**config.mk**
```make
export PLATFORM = sky130hd
export DESIGN_NAME = srff_bank_scheduler
export DESIGN_NICKNAME = d
export VERILOG_FILES = /design/src/rtl/srff_sched_pkg.sv /design/src/rtl/srff_cell.sv /design/src/rtl/srff_bank_scheduler.sv
export SDC_FILE = /design/constraint.sdc
export NUM_CORES = 1
export LEC_CHECK = 0
export CAP_MARGIN = 10
export CORE_MARGIN = 8
export CORE_UTILIZATION = 40
export DETAILED_ROUTE_END_ITERATION = 8
export PLACE_DENSITY = 0.7
export SYNTH_ARGS = -nofsm -noshare
export SYNTH_HDL_FRONTEND = slang
export SYNTH_SLANG_ARGS = --single-unit
```
**constraint.sdc**
```tcl
create_clock -name clock -period 2.05 [get_ports clock]
set_input_delay 0.41 -clock clock [delete_from_list [all_inputs] [get_ports clock]]
set_output_delay 0.41 -clock clock [all_outputs]
set_load 0.005 [all_outputs]
```
**src/rtl/srff_sched_pkg.sv**
```systemverilog
// Shared constants and FSM state type for the SR-flag bank scheduler.
package srff_sched_pkg;

    localparam logic OP_CLEAR = 1'b0;
    localparam logic OP_SET   = 1'b1;

    typedef enum logic [0:0] {
        IDLE  = 1'b0,
        APPLY = 1'b1
    } state_t;

endpackage

```
**src/rtl/srff_cell.sv**
```systemverilog
// Single SR flag: s sets, r clears, 00 holds; 11 is never driven by the scheduler and holds.
module srff_cell (
    input  logic clock,
    input  logic reset,
    input  logic s,
    input  logic r,
    output logic q
);

    logic q_q;
    logic q_d;

    always_comb begin
        q_d = q_q;
        if (s && !r) begin
            q_d = 1'b1;
        end else if (r && !s) begin
            q_d = 1'b0;
        end
    end

    always_ff @(posedge clock or posedge reset) begin
        if (reset) begin
            q_q <= 1'b0;
        end else begin
            q_q <= q_d;
        end
    end

    assign q = q_q;

endmodule

```
**src/rtl/srff_bank_scheduler.sv**
```systemverilog
// Round-robin arbiter that applies one set/clear command at a time to a bank of SR flags,
// producing a one-hot s or r pulse and a registered completion report.
module srff_bank_scheduler
    import srff_sched_pkg::*;
#(
    parameter int unsigned NREQ  = 4,
    parameter int unsigned NBITS = 8,
    parameter int unsigned IDXW  = (NBITS > 1) ? $clog2(NBITS) : 1,
    parameter int unsigned IDW   = $clog2(NREQ)
) (
    input  logic                 clock,
    input  logic                 reset,
    input  logic [NREQ-1:0]      req_valid,
    input  logic [NREQ-1:0]      req_op,
    input  logic [NREQ*IDXW-1:0] req_idx,
    output logic [NREQ-1:0]      req_ready,
    output logic [NBITS-1:0]     q,
    output logic                 busy,
    output logic                 done,
    output logic [IDW-1:0]       done_id,
    output logic                 done_changed,
    output logic                 done_err
);

    localparam int unsigned IDX_SPAN = 1 << IDXW;

    state_t            state_q, state_d;
    logic [IDW-1:0]    rr_ptr_q, rr_ptr_d;
    logic [IDW-1:0]    id_q, id_d;
    logic              op_q, op_d;
    logic [IDXW-1:0]   idx_q, idx_d;
    logic              done_q, done_d;
    logic [IDW-1:0]    done_id_q, done_id_d;
    logic              done_changed_q, done_changed_d;
    logic              done_err_q, done_err_d;

    logic [IDW-1:0]    winner;
    logic              accept;
    logic [NBITS-1:0]  hit;
    logic [NBITS-1:0]  s_vec;
    logic [NBITS-1:0]  r_vec;
    logic [NBITS-1:0]  q_bits;

    // First valid requester at or after ptr, searching upward with wrap.
    function automatic logic [IDW-1:0] rr_pick(input logic [NREQ-1:0] valid,
                                               input logic [IDW-1:0]  ptr);
        logic [IDW-1:0] pick;
        logic           found;
        int unsigned    cand;
        pick  = ptr;
        found = 1'b0;
        for (int unsigned k = 0; k < NREQ; k++) begin
            cand = (32'(ptr) + k) % NREQ;
            if (!found && valid[IDW'(cand)]) begin
                pick  = IDW'(cand);
                found = 1'b1;
            end
        end
        return pick;
    endfunction

    assign winner = rr_pick(req_valid, rr_ptr_q);
    assign accept = (state_q == IDLE) && (|req_valid);

    // Out-of-range indices shift the one-hot past NBITS and truncate to zero.
    assign hit = NBITS'(IDX_SPAN'(1) << idx_q);

    always_ff @(posedge clock or posedge reset) begin
        if (reset) begin
            state_q <= IDLE;
        end else begin
            state_q <= state_d;
        end
    end

    always_comb begin
        state_d = state_q;
        case (state_q)
            IDLE:    if (|req_valid) state_d = APPLY;
            APPLY:   state_d = IDLE;
            default: state_d = IDLE;
        endcase
    end

    always_comb begin
        req_ready = '0;
        busy      = 1'b0;
        s_vec     = '0;
        r_vec     = '0;
        case (state_q)
            IDLE: begin
                if (|req_valid) req_ready[winner] = 1'b1;
            end
            APPLY: begin
                busy = 1'b1;
                if (op_q == OP_SET) s_vec = hit;
                else                r_vec = hit;
            end
            default: ;
        endcase
    end

    // Command latch, pointer advance and completion report.
    always_comb begin
        rr_ptr_d       = rr_ptr_q;
        id_d           = id_q;
        op_d           = op_q;
        idx_d          = idx_q;
        done_d         = 1'b0;
        done_id_d      = done_id_q;
        done_changed_d = 1'b0;
        done_err_d     = 1'b0;
        if (accept) begin
            id_d  = winner;
            op_d  = req_op[winner];
            idx_d = req_idx[winner*IDXW +: IDXW];
        end
        if (state_q == APPLY) begin
            rr_ptr_d       = (id_q == IDW'(NREQ - 1)) ? '0 : id_q + IDW'(1);
            done_d         = 1'b1;
            done_id_d      = id_q;
            done_changed_d = |(hit & (q_bits ^ {NBITS{op_q}}));
            done_err_d     = ~|hit;
        end
    end

    always_ff @(posedge clock or posedge reset) begin
        if (reset) begin
            rr_ptr_q       <= '0;
            id_q           <= '0;
            op_q           <= 1'b0;
            idx_q          <= '0;
            done_q         <= 1'b0;
            done_id_q      <= '0;
            done_changed_q <= 1'b0;
            done_err_q     <= 1'b0;
        end else begin
            rr_ptr_q       <= rr_ptr_d;
            id_q           <= id_d;
            op_q           <= op_d;
            idx_q          <= idx_d;
            done_q         <= done_d;
            done_id_q      <= done_id_d;
            done_changed_q <= done_changed_d;
            done_err_q     <= done_err_d;
        end
    end

    for (genvar g = 0; g < NBITS; g++) begin : g_bank
        srff_cell u_cell (
            .clock (clock),
            .reset (reset),
            .s     (s_vec[g]),
            .r     (r_vec[g]),
            .q     (q_bits[g])
        );
    end

    assign q            = q_bits;
    assign done         = done_q;
    assign done_id      = done_id_q;
    assign done_changed = done_changed_q;
    assign done_err     = done_err_q;

endmodule

```
Word-level counts from Yosys, hierarchy flattened:

Index checks and enable logic that the tools add are counted.

* bits in registers: 22
* input port bits: 22
* output and inout bits: 18
* word-level logic and storage cells: 132

* add/subtract/negate cells: 4
* $mul: 1
* order comparisons: 6
* equality and inequality tests: 1
* shifts and indexed selects: 2
* multiplexer cells: 46
* bitwise logic cells: 3
* reductions and logical operators: 52

Operators by type and width (number)
* two-way mux 8 bit: 4
* two-way mux 1 bit: 29
* logical AND 1 bit: 21
* logical NOT 1 bit: 20
* nonzero test 2 bit: 8
* OR reduction 8 bit: 2
* < comparator 2 x 3 -> 1 bit (second input constant): 5
* indexed part select 12 x 5 -> 3 bit: 1
* binary-select mux 1 bit (select 2 bit): 5
* AND 8 bit: 1
* two-way mux 2 bit: 4
* two-way mux 4 bit: 2
* left shift 1 x 3 -> 8 bit (first input constant): 1
* XOR 8 bit: 1
* adder 2 x 1 -> 2 bit (second input constant): 2
* adder 2 bit (second input constant): 2
* multiplier 2 x 2 -> 4 bit (second input constant): 1
* OR reduction 4 bit: 1
* demux 1 bit (select 2 bit): 1
* == test 2 bit (second input constant): 1
* greater-or-equal comparator 2 x 1 -> 1 bit (second input constant): 1
* one-hot mux 1 bit (2 select lines): 1
* inverter 1 bit: 1

Depth between registers and ports, before layout:

Gate-level depths: netlist (run 1).

* depth after elaboration: 18
* gate-level depth with buffers: 7
* depth with buffers taken out: 6

Cells and area by module:

A second synthesis (run 1) with hierarchy kept.

* cell total of the unflattened synthesis: 152
* area total of the unflattened synthesis: 1455.1 µm²

Modules (own cells, without submodules)
* srff_bank_scheduler: times used 1, cells an instance 112, area each 974.7 µm², sequential area each 350.3 µm²
* srff_cell: times used 8, cells an instance 5, area each 60.1 µm², sequential area each 25.0 µm²

Least setup slack after synthesis (run 1):

OpenSTA, ideal clock, no wires.

* kind: reg-to-reg
* from: register idx_q[1]
* to: register g_bank[6].u_cell.q_q
* setup time: 0.125 ns
* data arrival time: 1.845 ns
* data required time: 1.925 ns
* setup slack: 0.081 ns
* cell stages (with the launch flop): 7
* buffers on the path: 2
* clock period less this slack: 1.969 ns
* path through: dfrtp_1 -> clkbuf_1 -> clkbuf_1 -> nand3_1 -> or3_1 -> ha_1 -> mux2_2

* longest elaborated chain between the ends: 6
* elaborated cells between the ends (all ways): 11
* those cells by class: 1 x shift; 5 x mux; 5 x reduce/logical

RTL lines
* start: declaration: line srff_bank_scheduler.sv:31 `logic [IDXW-1:0] idx_q, idx_d;`
* start signal: assignment: line srff_bank_scheduler.sv:141 `idx_q <= idx_d;`
* left shift 1 x 3 -> 8 bit (*): line srff_bank_scheduler.sv:66 `assign hit = NBITS'(IDX_SPAN'(1) << idx_q);`
* two-way mux 8 bit: line srff_bank_scheduler.sv:96 `if (op_q == OP_SET) s_vec = hit;`
* two-way mux 8 bit: line srff_bank_scheduler.sv:90 `case (state_q)`
* logical NOT 1 bit, on equally long branches: line srff_cell.sv:15, srff_cell.sv:17
* logical AND 1 bit, on equally long branches: line srff_cell.sv:15, srff_cell.sv:17
* two-way mux 1 bit or nonzero test 2 bit (tied branches)
* end signal: assignment: line srff_cell.sv:26 `q_q <= q_d;`
* end: declaration: line srff_cell.sv:10 `logic q_q;`

Every way passes the cells marked *; elsewhere a longest branch is shown, timed or not.
A chain may end at the register's enable or synchronous reset.

Worst setup path after layout (run 1):

* from: register rr_ptr_q[1]
* to: output req_ready[2]

* longest elaborated chain between the ends: 18
* elaborated cells between the ends (all ways): 30
* those cells by class: 3 x add/sub; 2 x order compare; 18 x mux; 7 x reduce/logical

RTL lines
* start: declaration: line srff_bank_scheduler.sv:28 `logic [IDW-1:0] rr_ptr_q, rr_ptr_d;`
* start signal: assignment: line srff_bank_scheduler.sv:138 `rr_ptr_q <= rr_ptr_d;`
* parallel branches: the longest is 11 deep, another holds adder 2 x 1 -> 2 bit
* two-way mux 2 bit (*): line srff_bank_scheduler.sv:54 `if (!found && valid[IDW'(cand)]) begin`
* < comparator 2 x 3 -> 1 bit (not written as such) or greater-or-equal comparator 2 x 1 -> 1 bit (tied branches): line srff_bank_scheduler.sv:92 `if (|req_valid) req_ready[winner] = 1'b1;`
* logical AND 1 bit (not written as such): line srff_bank_scheduler.sv:92
* two-way mux 1 bit (not written as such): line srff_bank_scheduler.sv:92
* demux 1 bit (select 2 bit) (*): line srff_bank_scheduler.sv:92
* two-way mux 4 bit (*): line srff_bank_scheduler.sv:92
* two-way mux 4 bit (*): line srff_bank_scheduler.sv:90
* end: declaration: line srff_bank_scheduler.sv:16 `output logic [NREQ-1:0] req_ready,`

Every way passes the cells marked *. The select of a mux whose other input is x is not followed.

==> results of run 1 <==
==> cells in the final DEF (no fill, tap or decap), types with 2 or more instances in the layout <==
| master | instances |
|---|---|
| a21o_1 | 2 |
| a21oi_1 | 6 |
| a221o_1 | 4 |
| buf_2 | 4 |
| buf_4 | 16 |
| buf_6 | 2 |
| clkbuf_8 | 3 |
| clkdlybuf4s15_2 | 2 |
| clkdlybuf4s50_1 | 31 |
| dfrtp_1 | 22 |
| ha_1 | 9 |
| inv_1 | 2 |
| mux2_1 | 4 |
| mux2_2 | 12 |
| nand2_1 | 10 |
| nand2b_1 | 4 |
| nand3_1 | 9 |
| nand3b_1 | 2 |
| nor2_1 | 16 |
| nor2b_1 | 2 |
| nor2b_4 | 2 |
| nor3_1 | 4 |
| nor3_2 | 3 |
| o21a_1 | 2 |
| o21ai_0 | 7 |
| or3_1 | 3 |
| xor2_1 | 2 |
==> what timing repair did <==
action                                  in CTS  in global routing
buffers inserted                             5                  0
endpoints found under the setup margin       8                  7
pin swaps                                   10                  3
gates resized for setup                     37                  7
==> metal layers <==
metal	share of wire, %	vias to the layer above
li1	-	659
met1	41	670
met3	6.1	6
met4	1.0	0
met2	52	36
met5	0	-
==> state kept, by name (all words and copies together), names as in the netlist <==
| name | flops |
|---|---|
| done_changed | 1 |
| op_q | 1 |
| done_err | 1 |
| rr_ptr_q | 2 |
| id_q | 2 |
| g_bank.u_cell.q | 8 |
| done | 1 |
| idx_q | 3 |
| done_id | 2 |
| state_q | 1 |
==> through the flow <==
step	TNS [ns]	total power (W)	utilization (%)	std cells
after global placement	-3.520	0.001950	54.37	248
after CTS	0	0.002343	57.11	255
after floorplan	0	0.001510	-	163
final	0	0.002355	57.62	255
after detailed placement	-4.332	0.001983	54.37	248
after global routing	-0.04376	0.002570	57.62	255
==> final cells by class <==
| class | instances | share of cell area (%) |
|---|---|---|
| Timing Repair Buffer | 57 | 24.14 |
| Clock buffer | 3 | 1.957 |
| Tap cell | 48 | 2.847 |
| Multi-Input combinational cell | 123 | 44.60 |
| Inverter | 2 | 0.3559 |
| Sequential cell | 22 | 26.10 |
==> critical path, cell delays in order (launching register included) <==
cell and delay [ns]:
dfrtp_1 0.43, buf_6 0.14, nand2b_1 0.15, a21o_1 0.19, and3_4 0.19, nor3_2 0.10, buf_2 0.14
==> power groups by stage <==
stage                     clock network [W]  logic [W]  registers, W
after floorplan                           0   0.000824      0.000687
after global placement                    0    0.00114      0.000809
after detailed placement                  0    0.00117      0.000812
after CTS                          0.000275    0.00125      0.000813
after global routing               0.000295    0.00143      0.000849
final                              0.000262    0.00128      0.000815
==> worst max path at each step <==
stage                            start                  to  depth (start not counted)
after detailed placement  req_valid[3]        req_ready[2]                          7
after floorplan               idx_q[1]  g_bank[6].u_cell.q                          6
after global routing       rr_ptr_q[1]        req_ready[2]                          7
after CTS                  rr_ptr_q[1]        req_ready[2]                          5
after global placement    req_valid[3]        req_ready[0]                          7
final                      rr_ptr_q[1]        req_ready[2]                          6
==> cell families after synthesis <==
logic type | Yosys count
AND/OR/NAND/NOR | 66
AO/OA/AOI/OAI | 26
flip-flops | 22
multiplexers | 18
buffers and inverters | 18
adder cells (fa/ha/maj) | 9
XOR/XNOR | 3
other | 1
==> results.toml, run 1 <==
[clocking]
cts_made_buffers = 3
cts.clk_slew.worst_paths_ns = 0.07
clk_latency_ns = 0.26
ctsHtreeMaxLevel = 1
cts_tree = "done"
holdBufCountCts = 0
root_buffer = "clkbuf_8"
cts_sinks = 22
clk_path_buf_depth = 2

[worst_setup_path]
r2r_start = "rr_ptr_q[1]"
path_max_fanout = 3
arrival_ns = 1.59
rrSetupSlack_ns = 0.13
required_ns = 1.64
r2r_end = "op_q"
path_class = "reg -> out"
cp-end-kind = "primary output"
critPathLaunchType = "flop"
reg2regPathDepth = 6

[run]
maxCapViolCount = 0

[logic_synthesis]
synth-seq-cells = 22
synth_most_common_cell = "dfrtp_1"
yosysUniqueCellTypes = 37
synth-xor-area-share_pct = 1.723
yosysTopAreaCellShare_pct = 36.10
netlist_instances = 163
synth_edf_count = 0
yosysTopAreaCell = "dfrtp_1"
ys_async_sr_fraction_pct = 100.0
syn_nets = 194
ys_seq_area_share_pct = 36.10
synth-adder-area-share_pct = 7.383
synth_top_family_by_area = "simple AND/OR/NAND/NOR gates"
syn_avg_cell_area_um2 = 9.357
ys.flop_type = "dfrtp_1"
yosysWarnings = 0
synth_compound_area_share_pct = 11.40
synth_simple_gate_area_share_pct = 22.81
synth_area_leaders = "dfrtp_1, mux2_2, ha_1"
syn-cell-area_um2 = 1525
synth_common_cells = "dfrtp_1, nor2_1, mux2_2"
synthMuxAreaShare_pct = 13.95

[pwr]
power.internal_w = 0.001450
ir_drop_v = 0.0006376
p_leak_nw = 0.9125
pwr-share-clk_pct = 11.1
swShare_pct = 38.43
power_density_nw_per_um2 = 1116
p_switching_w = 0.0009050
power_frac_seq_pct = 34.6
pwr-share-comb_pct = 54.3

[sta]
finalCriticalPeriod_ns = 1.997
skew_ns = 0.01220
finalHoldViolations = 0
slew_headroom_pct = 66.86
finalCritPeriodShare_pct = 97.43
worst_hold_slack_ns = 0.2943
rsz0062_at_grt = "true"
setup_viol = 0
setup_slack_ns = 0.05277
slew_viol_final = 0
fmax_mhz = 500.7
tightest_slew_ns = 0.4919

[layout]
seqCellArea_um2 = 550.5
finalInstanceArea_um2 = 2110
fill_cells = 326
antennaDiodeCount = 0
multiInputGateArea_um2 = 940.9
area_delta_synth_final_pct = 38.31
drive_gt1_share_pct = 26.57
final_nets = 240

[die]
die_w_um = 77.75
std_cell_rows = 22
fp.coreArea_um2 = 3661
initial_core_util_pct = 41.66
die_height_um = 77.75
die_area_um2 = 6045
ioPinCount = 40

[global_route]
grt.overflow.total = 0
grt_pass1_vias = 1450
met1_usage_pct = 14.76
met3_usage_pct = 4.608
grtUsageMet2_pct = 23.98
antenna_found_initial = 0
grt_pass1_wl_um = 6762
top_usage_layer = "met2"
grt_use_total_pct = 13.43
grt_start_max_net_pins = 22

[placed_design]
portBuffers = 39
post-place-ws_ns = -0.6334
hpwl_um = 3014
dpl_cell_area_um2 = 1991
place.gp.congestion = 0.8746

[routing]
avgViaCountPerCell = 5.376
wl_um = 3830
drc_errors = 0
drt_iter0_drc = 62
antenna_left = 0
drt_pass1_iterations = 5
num_vias = 1371
wire_per_inst_um = 15.02

[min_path]
min_path_type = "in -> async"

[outcome]
outcome = "completed"
Power figures use the tool's default switching activity.
==> run 2, diff against run 1 <==
- CORE_MARGIN: 8 -> not set
==> results.toml, run 2 (same netlist as run 1, synthesis figures left out) <==
[clocking]
clk_path_buf_depth = 2
root_buffer = "clkbuf_8"
cts_tree = "done"
cts_made_buffers = 3
holdBufCountCts = 0
cts_sinks = 22
ctsHtreeMaxLevel = 1
cts.clk_slew.worst_paths_ns = 0.08
clk_latency_ns = 0.26

[pwr]
ir_drop_v = 0.0006276
power_density_nw_per_um2 = 1129
p_leak_nw = 0.9267
finalPower_w = 0.002390

[global_route]
grt_pass1_vias = 1407
antenna_found_initial = 0
grt.overflow.total = 0
grt_pass1_wl_um = 6499
grt_use_total_pct = 20.25
grt_start_max_net_pins = 23

[placed_design]
hpwl_um = 2677
place.gp.congestion = 0.9130
place_inst = 248
portBuffers = 39
post-place-ws_ns = -0.6185
dpl_cell_area_um2 = 1991

[routing]
avgViaCountPerCell = 5.320
wl_um = 3721
wire_per_inst_um = 14.54
drt_iter0_drc = 113
antenna_left = 0
drt_pass1_iterations = 4
drc_errors = 0
num_vias = 1362

[layout]
antennaDiodeCount = 0
final_cell_mix = "clkdlybuf4s50_1, dfrtp_1, nor2_1"
largest_reg_flops = 8
area_delta_synth_final_pct = 38.80
instances_no_fill = 256
seqCellArea_um2 = 550.5
final_common_cell = "clkdlybuf4s50_1"
finalInstanceArea_um2 = 2117
multiInputGateArea_um2 = 937.1
final_core_util_pct = 57.83
fill_cells = 327
final_nets = 241
drive_gt1_share_pct = 27.40

[sta]
skew_ns = 0.009038
finalHoldViolations = 0
finalCritPeriodShare_pct = 100.8
finalCriticalPeriod_ns = 2.067
slew_viol_final = 0
fmax_mhz = 483.8
setup_viol = 2
setup_slack_ns = -0.01677
rsz0062_at_grt = "true"

[outcome]
failed_checks = "negative setup slack"
outcome = "complete, but fails checks"

[die]
std_cell_rows = 22
die_w_um = 63.75
initial_core_util_pct = 41.66
die_height_um = 63.75
die_area_um2 = 4064
fp.coreArea_um2 = 3661
ioPinCount = 40

[min_path]
min_path_type = "in -> async"

[worst_setup_path]
r2r_end = "idx_q[1]"
reg2regPathDepth = 8
cp-end-kind = "primary output"
critPathLaunchType = "flop"
path_class = "reg -> out"
r2r_start = "rr_ptr_q[1]"
arrival_ns = 1.66
rrSetupSlack_ns = 0.02
required_ns = 1.64
path_max_fanout = 4

[run]
maxCapViolCount = 0
## run 2: cell types whose count changed in the layout (fill, tap and decap cells not counted), sizes merged
cell	previous run	this run
dlygate4sd2	1	2
clkdlybuf4s15	2	1
clkbuf	4	5
## run 2: cell type report
cell class                 instances  area share (%)
multi-input combinational        123           44.27
sequential                        22           26.00
timing repair buffer              58           24.59
tap                               48           2.837
clock buffer                       3           1.950
inverter                           2          0.3546
## run 2: worst max-delay path by stage
stage | startpoint | end | slack, ns | depth (start not counted)
after floorplan | idx_q[1] | g_bank[6].u_cell.q | 0.08 | 6
after global placement | req_valid[3] | req_ready[1] | -0.54 | 7
after detailed placement | req_valid[3] | req_ready[1] | -0.62 | 7
after CTS | rr_ptr_q[1] | req_ready[3] | -0.11 | 7
after global routing | rr_ptr_q[1] | req_ready[2] | -0.09 | 7
final | rr_ptr_q[1] | req_ready[2] | -0.02 | 7
## run 2: what timing repair did
action / 4_1_cts / 5_1_grt
buffers inserted: 4 / 1
gates resized for setup: 31 / 11
setup endpoints to repair: 8 / 8
pin swaps: 4 / 5
endpoints found under the hold margin: 0 / 0
## run 2: critical path, stage by stage (launching register included)
cell      delay, ns
dfrtp_1        0.42
buf_6          0.15
buf_4          0.15
nor2b_2        0.13
o21bai_2       0.10
and3_4         0.19
nor3_2         0.13
buf_2          0.13
## run 2: metal layers
metal | up-vias | GRT usage [%] | wire (um)
li1 | 663 | - | -
met1 | 670 | 24.69 | 1583
met2 | 27 | 35.90 | 2015
met3 | 2 | 5.000 | 115
met4 | 0 | 3.977 | 7
met5 | - | 0 | 0
## run 2: report_power, final
group	switching, W	internal [W]
combinational	0.000567	0.000757
clock	0.000131	0.000131
sequential	0.000219	0.000584
total	0.000917	0.00147
## run 2: stage by stage
| step | hold WS, ns | TNS [ns] |
|---|---|---|
| 2_1_floorplan | 0.3992 | 0 |
| 3_3_place_gp | 0.4973 | -3.626 |
| 3_5_place_dp | 0.5124 | -4.158 |
| 4_1_cts | 0.4985 | -0.7008 |
| 5_1_grt | 0.5301 | -0.4514 |
| 6_report | 0.4873 | -0.02705 |
